**src/rtl/bcd_display_formatter_if.sv**
```systemverilog
// ============================================================================
// Module      : bcd_display_formatter_if
// Description : Request/result bundle between a producer and the BCD display
//               formatter (binary request in, packed BCD + digit mask out).
// Revision    : 1.0 - initial release
// ============================================================================
`default_nettype none

interface bcd_display_formatter_if #(
    parameter int DIN_W = 26
);
    logic             start;
    logic [DIN_W-1:0] bin;
    logic             lz_blank;
    logic             busy;
    logic             done;
    logic [31:0]      data;
    logic [7:0]       enable;

    modport master (
        output start, bin, lz_blank,
        input  busy, done, data, enable
    );

    modport slave (
        input  start, bin, lz_blank,
        output busy, done, data, enable
    );
endinterface

`default_nettype wire

```
**src/rtl/bcd_display_formatter.sv**
```systemverilog
// ============================================================================
// Module      : bcd_display_formatter
// Description : Sequential double-dabble binary to 8-digit packed BCD with a
//               double-buffered result and leading-zero digit-enable mask.
// Revision    : 1.0 - initial release
// ============================================================================
`default_nettype none

module bcd_display_formatter #(
    parameter int DIN_W      = 26,
    parameter int MIN_DIGITS = 1
) (
    input wire logic               clk,
    input wire logic               rst,
    bcd_display_formatter_if.slave bus
);

    localparam logic [1:0] c_S_IDLE  = 2'd0;
    localparam logic [1:0] c_S_SHIFT = 2'd1;
    localparam logic [1:0] c_S_DONE  = 2'd2;

    localparam int                 c_CNT_W    = $clog2(DIN_W + 1);
    localparam logic [c_CNT_W-1:0] c_CNT_LOAD = c_CNT_W'(DIN_W);
    localparam logic [c_CNT_W-1:0] c_CNT_ONE  = c_CNT_W'(1);

    // Mask shown for a zero value: the lowest MIN_DIGITS digits lit.
    localparam logic [8:0] c_ONE9      = 9'd1;
    localparam logic [7:0] c_ZERO_MASK = 8'((c_ONE9 << MIN_DIGITS) - 9'd1);

    logic [1:0]         r_state;
    logic [1:0]         w_next_state;
    logic               w_busy;
    logic               w_load;
    logic               w_shift;
    logic               w_commit;

    logic [DIN_W-1:0]   r_sh;
    logic [31:0]        r_acc;
    logic [c_CNT_W-1:0] r_count;
    logic               r_lzb;
    logic [31:0]        r_data;
    logic [7:0]         r_enable;
    logic               r_done;

    logic [31:0]        w_adj;
    logic [7:0]         w_nz;
    logic [7:0]         w_mask;

    always_ff @(posedge clk) begin
        if (rst) begin
            r_state <= c_S_IDLE;
        end else begin
            r_state <= w_next_state;
        end
    end

    always_comb begin
        w_next_state = r_state;
        case (r_state)
            c_S_IDLE:  if (bus.start) w_next_state = c_S_SHIFT;
            c_S_SHIFT: if (r_count == c_CNT_ONE) w_next_state = c_S_DONE;
            c_S_DONE:  w_next_state = c_S_IDLE;
            default:   w_next_state = c_S_IDLE;
        endcase
    end

    always_comb begin
        w_busy   = 1'b0;
        w_load   = 1'b0;
        w_shift  = 1'b0;
        w_commit = 1'b0;
        case (r_state)
            c_S_IDLE:  w_load = bus.start;
            c_S_SHIFT: begin
                w_busy  = 1'b1;
                w_shift = 1'b1;
            end
            c_S_DONE:  begin
                w_busy   = 1'b1;
                w_commit = 1'b1;
            end
            default:   w_busy = 1'b0;
        endcase
    end

    // Per-digit add-3 correction and leading-zero mask. A digit is lit when
    // blanking is off, it is within the forced minimum, or any digit at or
    // above it is nonzero.
    generate
        for (genvar i = 0; i < 8; i++) begin : g_digit
            assign w_adj[4*i +: 4] = (r_acc[4*i +: 4] >= 4'd5) ? (r_acc[4*i +: 4] + 4'd3)
                                                                : r_acc[4*i +: 4];
            assign w_nz[i]   = |r_acc[4*i +: 4];
            assign w_mask[i] = ~r_lzb | ((i < MIN_DIGITS) ? 1'b1 : 1'b0) | (|w_nz[7:i]);
        end
    endgenerate

    always_ff @(posedge clk) begin
        if (rst) begin
            r_sh     <= '0;
            r_acc    <= '0;
            r_count  <= '0;
            r_lzb    <= 1'b0;
            r_data   <= 32'h0;
            r_enable <= c_ZERO_MASK;
            r_done   <= 1'b0;
        end else begin
            r_done <= w_commit;
            if (w_load) begin
                r_sh    <= bus.bin;
                r_acc   <= '0;
                r_count <= c_CNT_LOAD;
                r_lzb   <= bus.lz_blank;
            end
            if (w_shift) begin
                // Top bit of the corrected accumulator is always zero for DIN_W <= 26.
                r_acc   <= 32'({w_adj, r_sh[DIN_W-1]});
                r_sh    <= r_sh << 1;
                r_count <= r_count - c_CNT_ONE;
            end
            if (w_commit) begin
                r_data   <= r_acc;
                r_enable <= w_mask;
            end
        end
    end

    assign bus.busy   = w_busy;
    assign bus.done   = r_done;
    assign bus.data   = r_data;
    assign bus.enable = r_enable;

endmodule

`default_nettype wire

```
**src/flat_wrapper.sv**
```systemverilog
// flat-port wrapper written by rule: the top's interface ports become plain ports
module bcd_display_formatter_flat 
#(
    parameter int DIN_W      = 26,
    parameter int MIN_DIGITS = 1
)
  (clk, rst, bus_start, bus_bin, bus_lz_blank, bus_busy, bus_done, bus_data, bus_enable);
  bcd_display_formatter_if #(.DIN_W(DIN_W)) bus_i ();
  input wire logic clk;
  input wire logic rst;
  input wire logic [$bits(bus_i.start)-1:0] bus_start;
  input wire logic [$bits(bus_i.bin)-1:0] bus_bin;
  input wire logic [$bits(bus_i.lz_blank)-1:0] bus_lz_blank;
  output wire logic [$bits(bus_i.busy)-1:0] bus_busy;
  output wire logic [$bits(bus_i.done)-1:0] bus_done;
  output wire logic [$bits(bus_i.data)-1:0] bus_data;
  output wire logic [$bits(bus_i.enable)-1:0] bus_enable;
  assign bus_i.start = bus_start;
  assign bus_i.bin = bus_bin;
  assign bus_i.lz_blank = bus_lz_blank;
  assign bus_busy = bus_i.busy;
  assign bus_done = bus_i.done;
  assign bus_data = bus_i.data;
  assign bus_enable = bus_i.enable;
  bcd_display_formatter #(.DIN_W(DIN_W), .MIN_DIGITS(MIN_DIGITS)) u_core (.clk(clk), .rst(rst), .bus(bus_i));
endmodule
```
**config.mk**
```make
export PLATFORM = sky130hd
export DESIGN_NAME = bcd_display_formatter_flat
export DESIGN_NICKNAME = d
export VERILOG_FILES = /design/src/rtl/bcd_display_formatter_if.sv /design/src/rtl/bcd_display_formatter.sv /design/src/flat_wrapper.sv
export SDC_FILE = /design/constraint.sdc
export NUM_CORES = 1
export LEC_CHECK = 0
export ABC_AREA = 1
export BUFFER_PORTS_ARGS = -buffer_cell sky130_fd_sc_hd__clkbuf_2
export CELL_PAD_IN_SITES_DETAIL_PLACEMENT = 0
export CELL_PAD_IN_SITES_GLOBAL_PLACEMENT = 1
export CORE_MARGIN = 1.5
export CORE_UTILIZATION = 43
export CTS_BUF_LIST = sky130_fd_sc_hd__clkbuf_8
export CTS_CLUSTER_SIZE = 28
export DETAILED_ROUTE_END_ITERATION = 8
export PLACE_DENSITY = 0.83
export SLEW_MARGIN = 20
export SYNTH_ARGS = -nofsm -noshare
export SYNTH_HDL_FRONTEND = slang
export SYNTH_SLANG_ARGS = --single-unit
```
**constraint.sdc**
```tcl
create_clock -name clk -period 1.8 [get_ports clk]
set_clock_uncertainty 0.05 [all_clocks]
set_input_delay 0.09 -clock clk [delete_from_list [all_inputs] [get_ports clk]]
set_output_delay 0.09 -clock clk [all_outputs]
set_load 0.005 [all_outputs]
```
==> results_dict.tcl, run 1 <==
set metrics [dict create \
    status "completed" \
    min_path_cells 6 \
    clockBufferDepth 2 \
    synth_async_sr_flop_share_pct 0 \
    max_stage_delay_ns 0.36 \
    ys_seq_elements 106 \
    whs_endpoint "u_core.r_state[1]$_SDFFE_PP0P_" \
    fin_nets 808 \
    synth_cells 658 \
    synth_mux_area_share_pct 0 \
    fin_crit_sh_pct 91.1 \
    routedWlPerCell_um 12.5 \
    synth-edff-count 0 \
    io_buffers 70 \
    final_cells 894 \
    path_class "reg -> reg" \
    netlist_top_cells_count "173 x nand2_1, 106 x dfxtp_1, 77 x a21oi_1, 62 x inv_1, 52 x o21ai_0" \
    cellPowerDensity_mw_per_mm2 964 \
    hp-start "bus_start" \
    n_antenna_cell 0 \
    hp-class "in -> reg" \
    hold_viol 0 \
    syn_area_mm2 0.00488 \
    synth_simple_gate_area_share_pct 23.5 \
    leakagePower_uw 0.00258 \
    postRouteAntennaNets 0 \
    r2r_start "u_core.r_acc[28]$_SDFFE_PP0P_" \
    start_util_pct 44.6 \
    wirelength_mm 11.2 \
    synth_top_family_by_area "simple AND/OR/NAND/NOR gates" \
    nFillCells 1025 \
    htreeDepth 3 \
    die_area_mm2 0.0120 \
    worstSetupEndpointType "register" \
    min_period_ns 1.64 \
    num_vias 4533 \
    area_growth_pct 20.1 \
    switching_share_pct 32.3 \
    reg2reg_depth 7 \
    synth_seq_area_share_pct 43.5 \
    synth_flop_cell "dfxtp_1" \
    die_h_um 109 \
    ios 72 \
    synth_top_area_share_pct 43.5 \
    fin_ws_ns 0.161 \
    required_ns 2.02 \
    drv_cap 0 \
    syn-num-nets 717 \
    grt_pass1_vias 4127 \
    antenna_found_initial 0 \
    synth_xor_area_share_pct 0 \
    grtUsageTotal_pct 19.3 \
    cp_cell_sequence "inv_1 > ha_1 > nand3_1 > nor2_1 > nand3_1 > nor2_2 > a21oi_1" \
    synth_fa_ha_area_share_pct 7.44 \
    critPathLaunchType "register" \
    p_sw_uw 1820 \
    grt_max_degree 57 \
    yosysMostFrequentCell "nand2_1" \
    crit_top_cell "nand3_1" \
    power_frac_seq_pct 47.9 \
    cts_tree "done" \
    clk_pin_slew_worst_paths_ns 0.10 \
    p_int_uw 3820 \
    die_w_um 109 \
    cp.buffers_inverters 1 \
    vdd_drop_max_v 0.000467 \
    tns_ns 0 \
    grt_pass1_wl_mm 18.4 \
    cp_data_arrival_time_ns 1.86 \
    num_rows 38 \
    yosys.area.top_type "dfxtp_1" \
    routabilityCongestion 0.802 \
    drt_pass1_iterations 5 \
    final_layout_size_suffix_gt1_share_pct 14.6 \
    grt_overflow 0 \
    r2r_slack_ns 0.16 \
    cts.sinks 106 \
    coreArea_mm2 0.0109 \
    setup_viol 0 \
    slowest_stage "dfxtp_1" \
    initialDrtViolationCount 225 \
    synthTopCellsByArea "dfxtp_1 44%, nand2_1 13%, a21oi_1 7.9%, ha_1 7.4%, o21ai_0 5.3%" \
    cp_top_family "simple AND/OR/NAND/NOR gates" \
    dp_hpwl_mm 7.76 \
    synth-compound-area-share_pct 16.6 \
    slew_viol_final 0 \
    clk_latency_ns 0.37 \
    clock.fmax_mhz 610 \
    dpl_cell_area_mm2 0.00538 \
    post_cts.repair.setup_buffers 0 \
    clockRootBuffer "clkbuf_8" \
    timing.rr.end "u_core.bus.enable[2]$_SDFFE_PP0P_" \
    placed_cells 851 \
    synth_cell_types 22 \
    drc 0 \
    yosysWarningCount 0 \
    crit_fanout 4 \
    grt_setup_unrepaired "false" \
    stdcell_area_mm2 0.00585 \
    clockPowerShare_pct 26.8 \
    cts-buffers-inserted 9 \
    dp_slack_ns 0.138 \
    avgSynthCellArea_um2 7.41 \
    avgViaCountPerCell 5.07 \
    combinationalPowerShare_pct 25.3 \
]
[worst max-delay path by stage]
stage                                   startpoint                                end  cells past startpoint
floorplan           u_core.r_state[0]$_SDFFE_PP0P_     u_core.r_count[1]$_SDFFE_PP0P_                     10
global placement     u_core.r_acc[28]$_SDFFE_PP0P_  u_core.bus.enable[1]$_SDFFE_PP0P_                      7
detailed placement   u_core.r_acc[28]$_SDFFE_PP0P_  u_core.bus.enable[2]$_SDFFE_PP0P_                      7
CTS                  u_core.r_acc[28]$_SDFFE_PP0P_  u_core.bus.enable[2]$_SDFFE_PP0P_                      7
global route        u_core.r_state[0]$_SDFFE_PP0P_  u_core.bus.enable[1]$_SDFFE_PP0P_                      7
finish               u_core.r_acc[28]$_SDFFE_PP0P_  u_core.bus.enable[2]$_SDFFE_PP0P_                      7
[layout by cell type (no fill, tap or decap), drive strengths merged]
cell type	Yosys	layout
nor2	29	29
a31oi	25	25
nor4	1	1
buf	18	17
ha	29	29
clkinv	0	3
and2	1	1
dlygate4sd3	0	27
nand2	174	174
o21ai	52	52
dfxtp	106	106
inv	63	64
or2	1	1
a21oi	77	77
o211ai	1	1
nand4	22	22
nand3	42	42
conb	1	1
bufinv	0	1
clkinvlp	0	1
clkbuf	16	80
[layer usage]
| layer | up-vias | global-route usage [%] | wire, um |
|---|---|---|---|
| met4 | 0 | 6.49 | 158 |
| li1 | 2366 | - | - |
| met3 | 14 | 3.73 | 425 |
| met2 | 96 | 32.6 | 5290 |
| met1 | 2057 | 24.5 | 5280 |
| met5 | - | 0 | 0 |
[power by group through the flow]
stage / Clock [uW] / Combinational, uW / Sequential, uW
floorplan: 0 / 970 / 2730
global placement: 0 / 1360 / 2750
detailed placement: 0 / 1390 / 2750
CTS: 1560 / 1440 / 2700
global route: 1630 / 1610 / 2730
finish: 1510 / 1430 / 2700
[stage by stage]
stage / power (uW) / utilization, % / hold slack (ns)
after floorplan: 3700 / - / 0.205
after global placement: 4110 / 49.2 / 0.296
after detailed placement: 4140 / 49.2 / 0.303
after CTS: 5700 / 53.5 / 0.0442
after global routing: 5970 / 53.5 / 0.0769
final: 5640 / 53.5 / 0.0546
[cells by family after synthesis]
group / after synthesis
fa+ha+maj: 29
flops: 106
buf+inv: 97
simple gates: 270
other cells: 1
compound gates: 155
[tightest hold or removal path: cells and delay by family]
kind,cells,cell delay [ns]
simple gates,3,0.17
buf+inv,2,0.14
compound gates,1,0.03
[timing repair]
item	4_1_cts	5_1_grt
gates resized for setup	0	1
endpoints found under the setup margin	0	2
endpoints found under the hold margin	27	0
hold buffers	27	0
[cell type report]
type                    instances  area [um2]  area share, %
multi-input cells             455        2330           39.8
flip-flops and latches        106        2120           36.2
clock inverters                 6        67.6           1.15
clock buffers                  10         138           2.35
well taps                     140         175           2.99
inverters                      63         236           4.04
repair buffers                114         786           13.4
[registers in the layout, indices dropped and copies added (netlist names)]
signal / count
u_core.bus.data: 32
u_core.r_acc: 32
u_core.r_sh: 26
u_core.bus.enable: 7
u_core.r_count: 5
u_core.r_state: 2
u_core.bus.done: 1
u_core.r_lzb: 1
Note: power is estimated with default switching activity, not from simulation.
==> run 2: changes to the inputs <==
Settings changed: RECOVER_POWER set to 50, SKIP_CTS_REPAIR_TIMING set to 1.
==> run 2 against run 1 <==
  * Power down 0.27%
  * Cell count unchanged
  * Worst hold slack better by 0.0028 ns
  * Wire length up 0.29%
  * Combinational power about the same
  * Sequential power about the same
  * Largest power group unchanged
  * Highest routed layer unchanged
==> results_dict.tcl, run 2 (synthesis results as in run 1) <==
set metrics [dict create \
    clk_latency_ns 0.37 \
    clockBufferDepth 2 \
    grt_setup_unrepaired "false" \
    vdd_drop_max_v 0.000464 \
    final_common_cell "nand2_1" \
    leakagePower_uw 0.00251 \
    drv_cap 0 \
    grt_overflow 0 \
    drt_pass1_iterations 4 \
    grt_pass1_wl_mm 18.0 \
    status "completed" \
    postRouteAntennaNets 0 \
    io_buffers 70 \
    setup_viol 0 \
    maxSlewHeadroom_pct 64.2 \
    cts.sinks 106 \
    grt_pass1_vias 3994 \
    num_vias 4531 \
    hold_viol 0 \
    area_growth_pct 19.4 \
    grt_max_degree 57 \
    mostFrequentLayoutCells "173 x nand2_1, 106 x dfxtp_1, 77 x a21oi_1, 63 x inv_1, 52 x o21ai_0" \
    start_util_pct 44.6 \
    die_area_mm2 0.0120 \
    multi_input_area_mm2 0.00233 \
    clockRootBuffer "clkbuf_8" \
    wirelength_mm 11.2 \
    clk_pin_slew_worst_paths_ns 0.10 \
    final_cells 894 \
    tightest_slew_ns 0.537 \
    fin_util_pct 53.2 \
    initialDrtViolationCount 221 \
    dp_hpwl_mm 7.76 \
    ios 72 \
    hp-class "in -> reg" \
    min_period_ns 1.64 \
    die_w_um 109 \
    routabilityCongestion 0.802 \
    num_rows 38 \
    antenna_found_initial 0 \
    fin_crit_sh_pct 90.9 \
    coreArea_mm2 0.0109 \
    path_class "reg -> reg" \
    cp_data_arrival_time_ns 1.86 \
    nFillCells 1043 \
    clock.fmax_mhz 611 \
    routedWlPerCell_um 12.5 \
    final_layout_size_suffix_gt1_share_pct 11.7 \
    tns_ns 0 \
    placed_cells 851 \
    cts-buffers-inserted 9 \
    drc 0 \
    critPathLaunchType "register" \
    regArea_mm2 0.00212 \
    n_antenna_cell 0 \
    slew_viol_final 0 \
    worstSetupEndpointType "register" \
    required_ns 2.02 \
    cellPowerDensity_mw_per_mm2 967 \
    fin_nets 808 \
    htreeDepth 3 \
    cts_tree "done" \
    grtUsageTotal_pct 18.9 \
    avgViaCountPerCell 5.07 \
    die_h_um 109 \
    crit_fanout 4 \
]
run 2: cell count changes in the layout (fill, tap and decap cells not counted):
cell,before,now
clkbuf_2,70,50
buf_4,14,12
clkbuf_1,0,22
run 2: critical path, stage by stage (launching register included):
cell and delay [ns]:
dfxtp_1 0.36, inv_1 0.15, ha_1 0.17, nand3_1 0.07, nor2_1 0.24, nand3_1 0.23, nor2_2 0.19, a21oi_1 0.08
run 2: final cells by class:
type	instances	area share, %
Multi-Input combinational cell	455	40.0
Clock inverter	6	1.16
Clock buffer	10	2.36
Timing Repair Buffer	114	12.9
Tap cell	140	3.01
Inverter	63	4.06
Sequential cell	106	36.4
run 2: path summary, 6_finish.rpt:
| check | start | slack [ns] | end | cells after the start |
|---|---|---|---|---|
| setup reg to reg | u_core.r_acc[28]$_SDFFE_PP0P_ | 0.16 | u_core.bus.enable[2]$_SDFFE_PP0P_ | 7 |
| hold / removal | bus_start | 0.06 | u_core.r_state[1]$_SDFFE_PP0P_ | 6 |
| hold reg to reg | u_core.r_acc[29]$_SDFFE_PP0P_ | 0.42 | u_core.r_acc[29]$_SDFFE_PP0P_ | 2 |
| setup / recovery | u_core.r_acc[28]$_SDFFE_PP0P_ | 0.16 | u_core.bus.enable[2]$_SDFFE_PP0P_ | 7 |
run 2: routing by layer:
layer	up-vias	global-route usage, %	part of all wire (%)
li1	2365	-	-
met1	2055	24.2	48
met2	95	31.4	47
met3	16	3.97	4.1
met4	0	6.40	1.5
met5	-	0	0
run 2: power breakdown:
part | switching [uW] | total, uW | internal (uW)
Combinational | 873 | 1420 | 543
Clock | 825 | 1510 | 684
Sequential | 126 | 2700 | 2580
run 2: per-stage QoR:
step / setup slack, ns / hold slack (ns) / instance area [um2] / total power, uW
floorplan: 0.360 / 0.205 / 4880 / 3700
global route: 0.0278 / 0.0769 / 5820 / 5950
CTS: 0.127 / -0.110 / 5580 / 5650
finish: 0.163 / 0.0575 / 5820 / 5630
global placement: 0.159 / 0.296 / 5380 / 4110
detailed placement: 0.138 / 0.303 / 5380 / 4140
